## src/rtl/aap_decode_queue.sv

```systemverilog
// -----------------------------------------------------------------------------
// aap_decode_queue
//   Registered AAP decode stage between fetch and execute. It takes 16-bit
//   instruction parcels, pairs them into 32-bit instructions when bit 15 of
//   the first parcel is set, and tracks the PC of every instruction. Completed
//   instructions wait in a DEPTH-entry FIFO. The FIFO head is decoded
//   combinationally onto dec_*.
//
//   Ports
//     clock, reset_n     rising-edge clock, asynchronous active-low reset
//     fetch_word/valid   incoming parcel; fetch_ready accepts it
//     flush, flush_pc    drop all in-flight state and reload the PC
//     dec_valid/ready    FIFO head handshake towards execute
//     dec_*              decoded fields of the FIFO head (all 0 when empty)
// -----------------------------------------------------------------------------
module aap_decode_queue #(
  parameter int DEPTH  = 4,
  parameter int PC_W   = 24,
  parameter int DATA_W = 32
) (
  input  logic              clock,
  input  logic              reset_n,
  input  logic [15:0]       fetch_word,
  input  logic              fetch_valid,
  output logic              fetch_ready,
  input  logic              flush,
  input  logic [PC_W-1:0]   flush_pc,
  output logic              dec_valid,
  input  logic              dec_ready,
  output logic              dec_long,
  output logic [5:0]        dec_opcode,
  output logic [5:0]        dec_dest,
  output logic [5:0]        dec_src1,
  output logic [5:0]        dec_src2,
  output logic [15:0]       dec_uimm,
  output logic [DATA_W-1:0] dec_simm,
  output logic              dec_ext_a,
  output logic              dec_ext_b,
  output logic [PC_W-1:0]   dec_pc
);

  localparam int PTR_W = $clog2(DEPTH);
  localparam int CNT_W = PTR_W + 1;

  typedef enum logic { WAIT1, WAIT2 } state_e;

  // Raw instruction record. Bit 15 of the first parcel only selects the length,
  // so it is not stored.
  typedef struct packed {
    logic            is_long;
    logic [14:0]     hi;
    logic [15:0]     lo;
    logic [PC_W-1:0] pc;
  } rec_t;

  state_e           state_q, state_d;
  logic [14:0]      hi_q, hi_d;
  logic [PC_W-1:0]  hi_pc_q, hi_pc_d;
  logic [PC_W-1:0]  pc_q, pc_d;
  logic [PTR_W-1:0] wr_ptr_q, rd_ptr_q;
  logic [CNT_W-1:0] count_q;
  rec_t             mem_q [DEPTH];

  logic accept, enq, deq;
  rec_t enq_rec, head;

  // Ready depends only on the registered count and flush. dec_ready is not used
  // here, so a full queue refuses parcels even while the head is being consumed.
  assign fetch_ready = (count_q < CNT_W'(DEPTH)) & ~flush;
  assign accept      = fetch_valid & fetch_ready;
  assign dec_valid   = (count_q != '0);
  assign deq         = dec_valid & dec_ready & ~flush;
  assign head        = mem_q[rd_ptr_q];

  // Parcel assembly FSM and PC tracking.
  // NOTE: every signal assigned in a combinational block gets a default first,
  // so a missed branch cannot infer a latch.
  always_comb begin
    state_d = state_q;
    hi_d    = hi_q;
    hi_pc_d = hi_pc_q;
    pc_d    = pc_q;
    enq     = 1'b0;
    enq_rec = '0;
    if (flush) begin
      state_d = WAIT1;
      pc_d    = flush_pc;
    end else if (accept) begin
      pc_d = pc_q + 1'b1;
      unique case (state_q)
        WAIT1: begin
          if (fetch_word[15]) begin
            hi_d    = fetch_word[14:0];
            hi_pc_d = pc_q;
            state_d = WAIT2;
          end else begin
            enq        = 1'b1;
            enq_rec.hi = fetch_word[14:0];
            enq_rec.pc = pc_q;
          end
        end
        WAIT2: begin
          enq             = 1'b1;
          enq_rec.is_long = 1'b1;
          enq_rec.hi      = hi_q;
          enq_rec.lo      = fetch_word;
          enq_rec.pc      = hi_pc_q;
          state_d         = WAIT1;
        end
        default: state_d = WAIT1;
      endcase
    end
  end

  // NOTE: state registers use non-blocking assignments, so every flop samples
  // the values from before the clock edge.
  always_ff @(posedge clock or negedge reset_n) begin
    if (!reset_n) begin
      state_q  <= WAIT1;
      hi_q     <= '0;
      hi_pc_q  <= '0;
      pc_q     <= '0;
      wr_ptr_q <= '0;
      rd_ptr_q <= '0;
      count_q  <= '0;
    end else begin
      state_q <= state_d;
      hi_q    <= hi_d;
      hi_pc_q <= hi_pc_d;
      pc_q    <= pc_d;
      if (flush) begin
        wr_ptr_q <= '0;
        rd_ptr_q <= '0;
        count_q  <= '0;
      end else begin
        if (enq) wr_ptr_q <= wr_ptr_q + 1'b1;
        if (deq) rd_ptr_q <= rd_ptr_q + 1'b1;
        if (enq && !deq)      count_q <= count_q + 1'b1;
        else if (!enq && deq) count_q <= count_q - 1'b1;
      end
    end
  end

  // NOTE: the record storage has no reset. An entry is read only after it has
  // been written, and the outputs are masked while the queue is empty.
  always_ff @(posedge clock) begin
    if (enq) mem_q[wr_ptr_q] <= enq_rec;
  end

  // Decode the FIFO head. Short forms zero-extend the 3-bit register fields.
  // Long forms place the second parcel's bits above the first parcel's bits.
  always_comb begin
    dec_long   = 1'b0;
    dec_opcode = '0;
    dec_dest   = '0;
    dec_src1   = '0;
    dec_src2   = '0;
    dec_uimm   = '0;
    dec_simm   = '0;
    dec_ext_a  = 1'b0;
    dec_ext_b  = 1'b0;
    dec_pc     = '0;
    if (dec_valid) begin
      dec_opcode = head.hi[14:9];
      dec_pc     = head.pc;
      if (head.is_long) begin
        dec_long  = 1'b1;
        dec_dest  = {head.lo[8:6], head.hi[8:6]};
        dec_src1  = {head.lo[5:3], head.hi[5:3]};
        dec_src2  = {head.lo[2:0], head.hi[2:0]};
        dec_uimm  = {head.lo[5:0], head.lo[12:9], head.hi[5:0]};
        dec_simm  = DATA_W'($signed({head.lo[12:0], head.hi[8:0]}));
        dec_ext_a = |head.lo[15:9];
        dec_ext_b = head.lo[9];
      end else begin
        dec_dest  = {3'b000, head.hi[8:6]};
        dec_src1  = {3'b000, head.hi[5:3]};
        dec_src2  = {3'b000, head.hi[2:0]};
        dec_uimm  = {10'b0, head.hi[5:0]};
        dec_simm  = DATA_W'($signed(head.hi[8:0]));
      end
    end
  end

endmodule

```

## config.mk

```make
export PLATFORM = sky130hd
export DESIGN_NAME = aap_decode_queue
export DESIGN_NICKNAME = d
export VERILOG_FILES = /design/src/rtl/aap_decode_queue.sv
export SDC_FILE = /design/constraint.sdc
export NUM_CORES = 1
export LEC_CHECK = 0
export ABC_AREA = 1
export ABC_CLOCK_PERIOD_IN_PS = 3700
export BUFFER_PORTS_ARGS = -buffer_cell sky130_fd_sc_hd__buf_2
export CAP_MARGIN = 10
export CORE_UTILIZATION = 25
export DETAILED_ROUTE_END_ITERATION = 10
export PLACE_DENSITY_LB_ADDON = 0.08
export SLEW_MARGIN = 0
export SYNTH_ARGS = -nofsm -noshare
export SYNTH_HDL_FRONTEND = slang
export SYNTH_SLANG_ARGS = --single-unit
export TNS_END_PERCENT = 50
```

## constraint.sdc

```tcl
create_clock -name clock -period 3.7 [get_ports clock]
set_input_delay 0.555 -clock clock [delete_from_list [all_inputs] [get_ports clock]]
set_output_delay 0.555 -clock clock [all_outputs]
set_load 0.005 [all_outputs]
```

=== After elaboration in Yosys (flattened, before gate mapping) ===
Memories as Yosys holds them, arrays and structs flattened.
Cells that the tools add are included.
Widths: inputs -> output; s select.

* Bits of input ports: 45
* Logic and storage cells: 76
* Memories kept: 1
* Output and inout bits: 101
* Register bits after elaboration: 71
* RAM bits: 224

* Bitwise gates (word level): 6
* $add $sub $neg: 5
* Reductions and logical operators: 11
* Order comparisons: 1
* Muxes and demuxes: 45

{| class="wikitable"
|+ Memory list
! memory !! words !! bits a word !! rd ports !! clocked after Yosys merged registers in !! wr ports !! line !! source
|-
| mem_q || 4 || 56 || 1 || 0 || 1 || 62 || <nowiki>rec_t mem_q [DEPTH];</nowiki>
|}

{| class="wikitable"
|+ Operator list
! kind !! count
|-
| $mux 56 || 2
|-
| $mux 24 || 4
|-
| $mux 32 || 2
|-
| $mux 16 || 3
|-
| $pmux 24 s2 || 1
|-
| $mux 6 || 7
|-
| $pmux 15 s2 || 1
|-
| $add 24x1->24 const B || 1
|-
| $mux 1 || 15
|-
| $mux 15 || 1
|-
| $mux 3 || 3
|-
| $mux 2 || 4
|-
| $reduce_or 7->1 || 1
|-
| $reduce_bool 2->1 || 3
|-
| $reduce_bool 3->1 || 2
|-
| $add 2x1->2 const B || 2
|-
| $and 1x1->1 || 4
|-
| $pmux 1 s2 || 2
|-
| $reduce_and 4->1 || 1
|-
| $add 3x1->3 const B || 1
|-
| $lt 3x3->1 const B || 1
|-
| $sub 3x1->3 const B || 1
|-
| $logic_and 1x1->1 || 2
|-
| $logic_not 1->1 || 2
|-
| $not 1->1 || 2
|}

=== Longest topological paths before layout ===
* Word-level depth: 10
* Mapped depth: 11
* Mapped depth without buffers: 10

=== Worst setup path after synthesis ===
No wires, ideal clock.

* Path type: input to register
* Start point: in flush
* End point: mem mem_q[0][0] (netlist name) (enable)
* Arrival: 3,410 ps
* Stages: 6
* Path buffers: 1
* Setup slack: -180 ps
* Library setup time: 470 ps
* Data required time: 3,230 ps
* Cells stage by stage: buf_6 nor2_8 nand2_4 nor2_2 inv_2 nor2_1

* Word-level cells in the longest chain between the ends: 7

{| class="wikitable"
|+ Ends and longest elaborated chain
! item !! line !! source
|-
| start: declaration || 26 || <nowiki>input logic flush,</nowiki>
|-
| $not 1->1 (no source line) || - ||
|-
| $and 1x1->1 || 69 || <nowiki>assign fetch_ready = (count_q < CNT_W'(DEPTH)) & ~flush;</nowiki>
|-
| net fetch_ready || 25 || <nowiki>output logic fetch_ready,</nowiki>
|-
| $and 1x1->1 || 70 || <nowiki>assign accept = fetch_valid & fetch_ready;</nowiki>
|-
| $mux 1 || 88 || <nowiki>end else if (accept) begin</nowiki>
|-
| $mux 1 || 85 || <nowiki>if (flush) begin</nowiki>
|-
| $mux 1 || 147 || <nowiki>if (enq) mem_q[wr_ptr_q] <= enq_rec;</nowiki>
|-
| $mux 1 (not written as such) || 147 ||
|-
| end: declaration || 62 ||
|}

The timed path passes the listed nets, and every way through them passes these cells.

=== Worst setup path in the final report ===
* Start point: reg rd_ptr_q[0]
* End point: out dec_simm[26]

* Word-level cells in the longest chain between the ends: 3

{| class="wikitable"
|+ Ends and longest elaborated chain
! item !! line !! source
|-
| start: declaration || 60 || <nowiki>logic [PTR_W-1:0] wr_ptr_q, rd_ptr_q;</nowiki>
|-
| start signal: assignment || 137 || <nowiki>if (deq) rd_ptr_q <= rd_ptr_q + 1'b1;</nowiki>
|-
| $mem_v2 4x56 || - ||
|-
| $mux 32 || 166 || <nowiki>if (head.is_long) begin</nowiki>
|-
| $mux 32 || 163 || <nowiki>if (dec_valid) begin</nowiki>
|-
| end: declaration || 36 || <nowiki>output logic [DATA_W-1:0] dec_simm,</nowiki>
|}

No other way between the ends.

==> run summary <==
- complete, no violations — run status
- 5 — first-pass iteration count of the detailed router
- 3.14 ns — Required @ worst endpoint
- 10300 uW — post-layout total power
- 1304 — net count of the mapped netlist
- 295 — register bit count reported by yosys
- 0.233 — met2 Resource Use GR
- nor2_1, edfxtp_1, nand2_1 — Commonest cells post-synth
- 3450 uW — switching power
- 0.904 — share of the clock period used by the worst path
- 0.241 — async set-or-reset flop fraction in the synthesized netlist
- 0 — Post-CTS Setup Bufs
- 3 — deepest clock path buffer count
- 18.2% — synthesis-to-layout area growth
- 1253 — synthesized instance count
- 0.195 — global routing met1 resource utilization
- 0.332 — clock share of power
- nor2_1 — cell with the most instances after synthesis
- 0.06 ns — clock slew seen by the registers of the worst setup and hold paths
- 0.200 — fraction of layout instances using a drive strength above 1
- 666 nW/um^2 — power per cell area
- 0.0777 ns — worst hold slack after final layout
- false — setup repair after global routing missed its margin
- 53400 um^2 — overall die area
- 3.34 ns — final worst path period need
- met2 — peak-usage layer in the global routing report
- 8510 um^2 — sequential cell area
- 22.9 mm — HPWL reported at the end of detailed placement
- output port — crit end category
- 0.43 ns — delay contributed by the slowest stage of the critical path
- edfxtp_1 — Primary FF master, synth
- 39 — number of distinct library cell variants in the gate-level netlist after synthesis
- 1410 — nets@finish
- 0.811 ns — Worst Max-Slew Pin Slew
- 0.143 — combined global-route utilization of all metal layers
- clkbuf_16 — root cell of the clock tree
- 0 — number of remaining DRC errors
- 0 — total of hold buffers inserted after clock tree synthesis
- 0.00606 uW — leakage power summed over all cells
- flop to output port — kind of critical path
- 4.39 — Via density
- 231 um — Die X-Extent
- 13100 um^2 — cell area after technology mapping
- flop — startpoint types
- 0 — Final Hold Violating Endpoints
- 1.15 ns — reg-to-reg setup timing slack
- 0.261 mV — IR drop worst, VDD
- 0.254 — effective utilization at floorplan
- 145 — count of port buffers added during placement
- 224 — number of enable-type register cells in the synthesized netlist
- 5342 — FILL cells
- 0.54 ns — clock latency on the worst-skew pair
- 0 — number of gates resized after cts
- 603 — DRC violation total after the first TritonRoute iteration
- 2 — H-tree levels
- 0 — Yosys warnings
- yes — TritonCTS clock tree
- 0.813 — global placer's final weighted congestion
- compound AO/OA/AOI/OAI gates — cell family with most CP delay
- edfxtp_1 — most area-hungry cell type in the Yosys netlist
- 9045 — vias in the first global route
- 0 — number of antenna violations at the first check in global routing
- 0.513 — top cell type's share of synthesized area
- 9084 — total via count in the routed design
- 6890 uW — internal power consumption
- 2 — Buf/Inv on CP
- 0 — Final Setup Violations
- 0 — max-slew violation total from the final report
- 18.4 um — final routed wire length divided by cell count
- 10.5 um^2 — syn avg cell area
- 0 — number of antenna diodes
- 0.268 — portion of total power attributed to combinational logic
- 38.0 mm — detailed-route wire length
- dfrtp_4 — Crit-path slowest cell
- input port to async pin — hold crit path type
- 0.0241 — global-route met3 utilization
- 0 — max cap viols
- buf_12 -> nor2_1 -> nor2_1 -> o21ai_1 -> a21oi_2 -> nand2_2 -> o21ai_1 -> buf_2 — cells along the critical path
- 3790 um^2 — multi-input combinational cell area
- 146 — I/O pin count
- 0.648 — Seq/Total Area, Yosys
- 37 — CTS Buf Count
- 51600 um^2 — area inside the core boundary
- 0.0160 ns — Fin Clk Skew
- 0.457 — relative max-transition margin
- 0 — remaining global-route overflow
- 110 — maximum number of pins on one net before global-route repair
- edfxtp_1, dfrtp_1, nor2_1, o21ai_0, nand2_1 — cell types occupying the most area after synthesis
- 83 — total number of placement rows
- 57.3 mm — global-route wire length before repair
- 109 — largest fanout on the critical path
- 231 um — Die Ht
- 0.401 — share of total power in sequential cells
- 295 — Sink Count
- 0 — Routed Antenna Nets
- 2.79 ns — data arrival time of the critical path
- 299 MHz — upper clock frequency limit
- 0.334 — Net Sw Frac
-- placed cells by master (no fill, tap or decap), types with 20 or more instances in the layout --
cell type	n
clkbuf_16	38
o21ai_1	25
a21oi_1	45
nand2_1	202
edfxtp_1	224
o21ai_0	161
o21ai_2	20
nand3_1	40
inv_1	57
nor2_1	228
buf_2	144
dfrtp_1	69
-- power by group through the flow --
stage / logic (uW) / registers [uW] / clock network [uW]
detailed placement: 2860 / 4200 / 0
global placement: 2850 / 4200 / 0
floorplan: 1860 / 4150 / 0
CTS: 2870 / 4140 / 3550
finish: 2770 / 4140 / 3430
global route: 3150 / 4190 / 3660
-- worst paths after layout --
path	end	start	depth (start not counted)
setup / recovery	dec_simm[26]	rd_ptr_q[0]	8
hold / removal	pc_q[16]	reset_n	1
setup reg to reg	mem_q[3][10]	count_q[2]	6
hold reg to reg	hi_pc_q[8]	hi_pc_q[8]	2
max in group asynchronous	pc_q[4]	reset_n	2
min in group clock	pc_q[19]	flush_pc[19]	3
-- routing by layer --
layer  part of all wire  wire length, um
met3              0.039             1480
met4              0.016              614
met5                  0                0
met2               0.47            17800
met1               0.48            18100
-- area by class of cell --
class,instances,share of cell area
clock buffers,52,0.0653
well taps,680,0.0549
multi-input cells,792,0.244
clock inverters,16,0.00879
inverters,69,0.0170
flip-flops and latches,295,0.549
repair buffers,164,0.0610
-- worst register-to-register path: cells and delay by family (launching register included) --
kind,cells,cell delay (ns)
AO/OA/AOI/OAI,1,0.37
buffers and inverters,2,0.71
flip-flops,1,0.45
AND/OR/NAND/NOR,3,0.78
-- kinds of logic after synthesis --
group | after synthesis | share of synthesized area
fa+ha+maj | 6 | 0.00629
simple gates | 496 | 0.153
buf+inv | 166 | 0.0653
xor+xnor | 7 | 0.00467
flops | 295 | 0.648
compound gates | 283 | 0.122
-- sequential cells by signal, summed over array words and instances (netlist names) --
signal and flops:
wr_ptr_q 2, hi_q 15, rd_ptr_q 2, hi_pc_q 24
pc_q 24, count_q 3, mem_q 224, state_q 1
-- per-stage QoR --
step	setup slack, ns	std cells	instance area (um^2)	TNS (ns)	utilization
global placement	0.898	2000	14400	0	0.278
CTS	0.266	2068	15500	0	0.301
finish	0.356	2068	15500	0	0.301
global route	0.0414	2068	15500	0	0.301
detailed placement	0.844	2000	14400	0	0.278
floorplan	-0.180	1253	13100	-40.24	-
No activity file was read; power rests on OpenSTA's default activity.
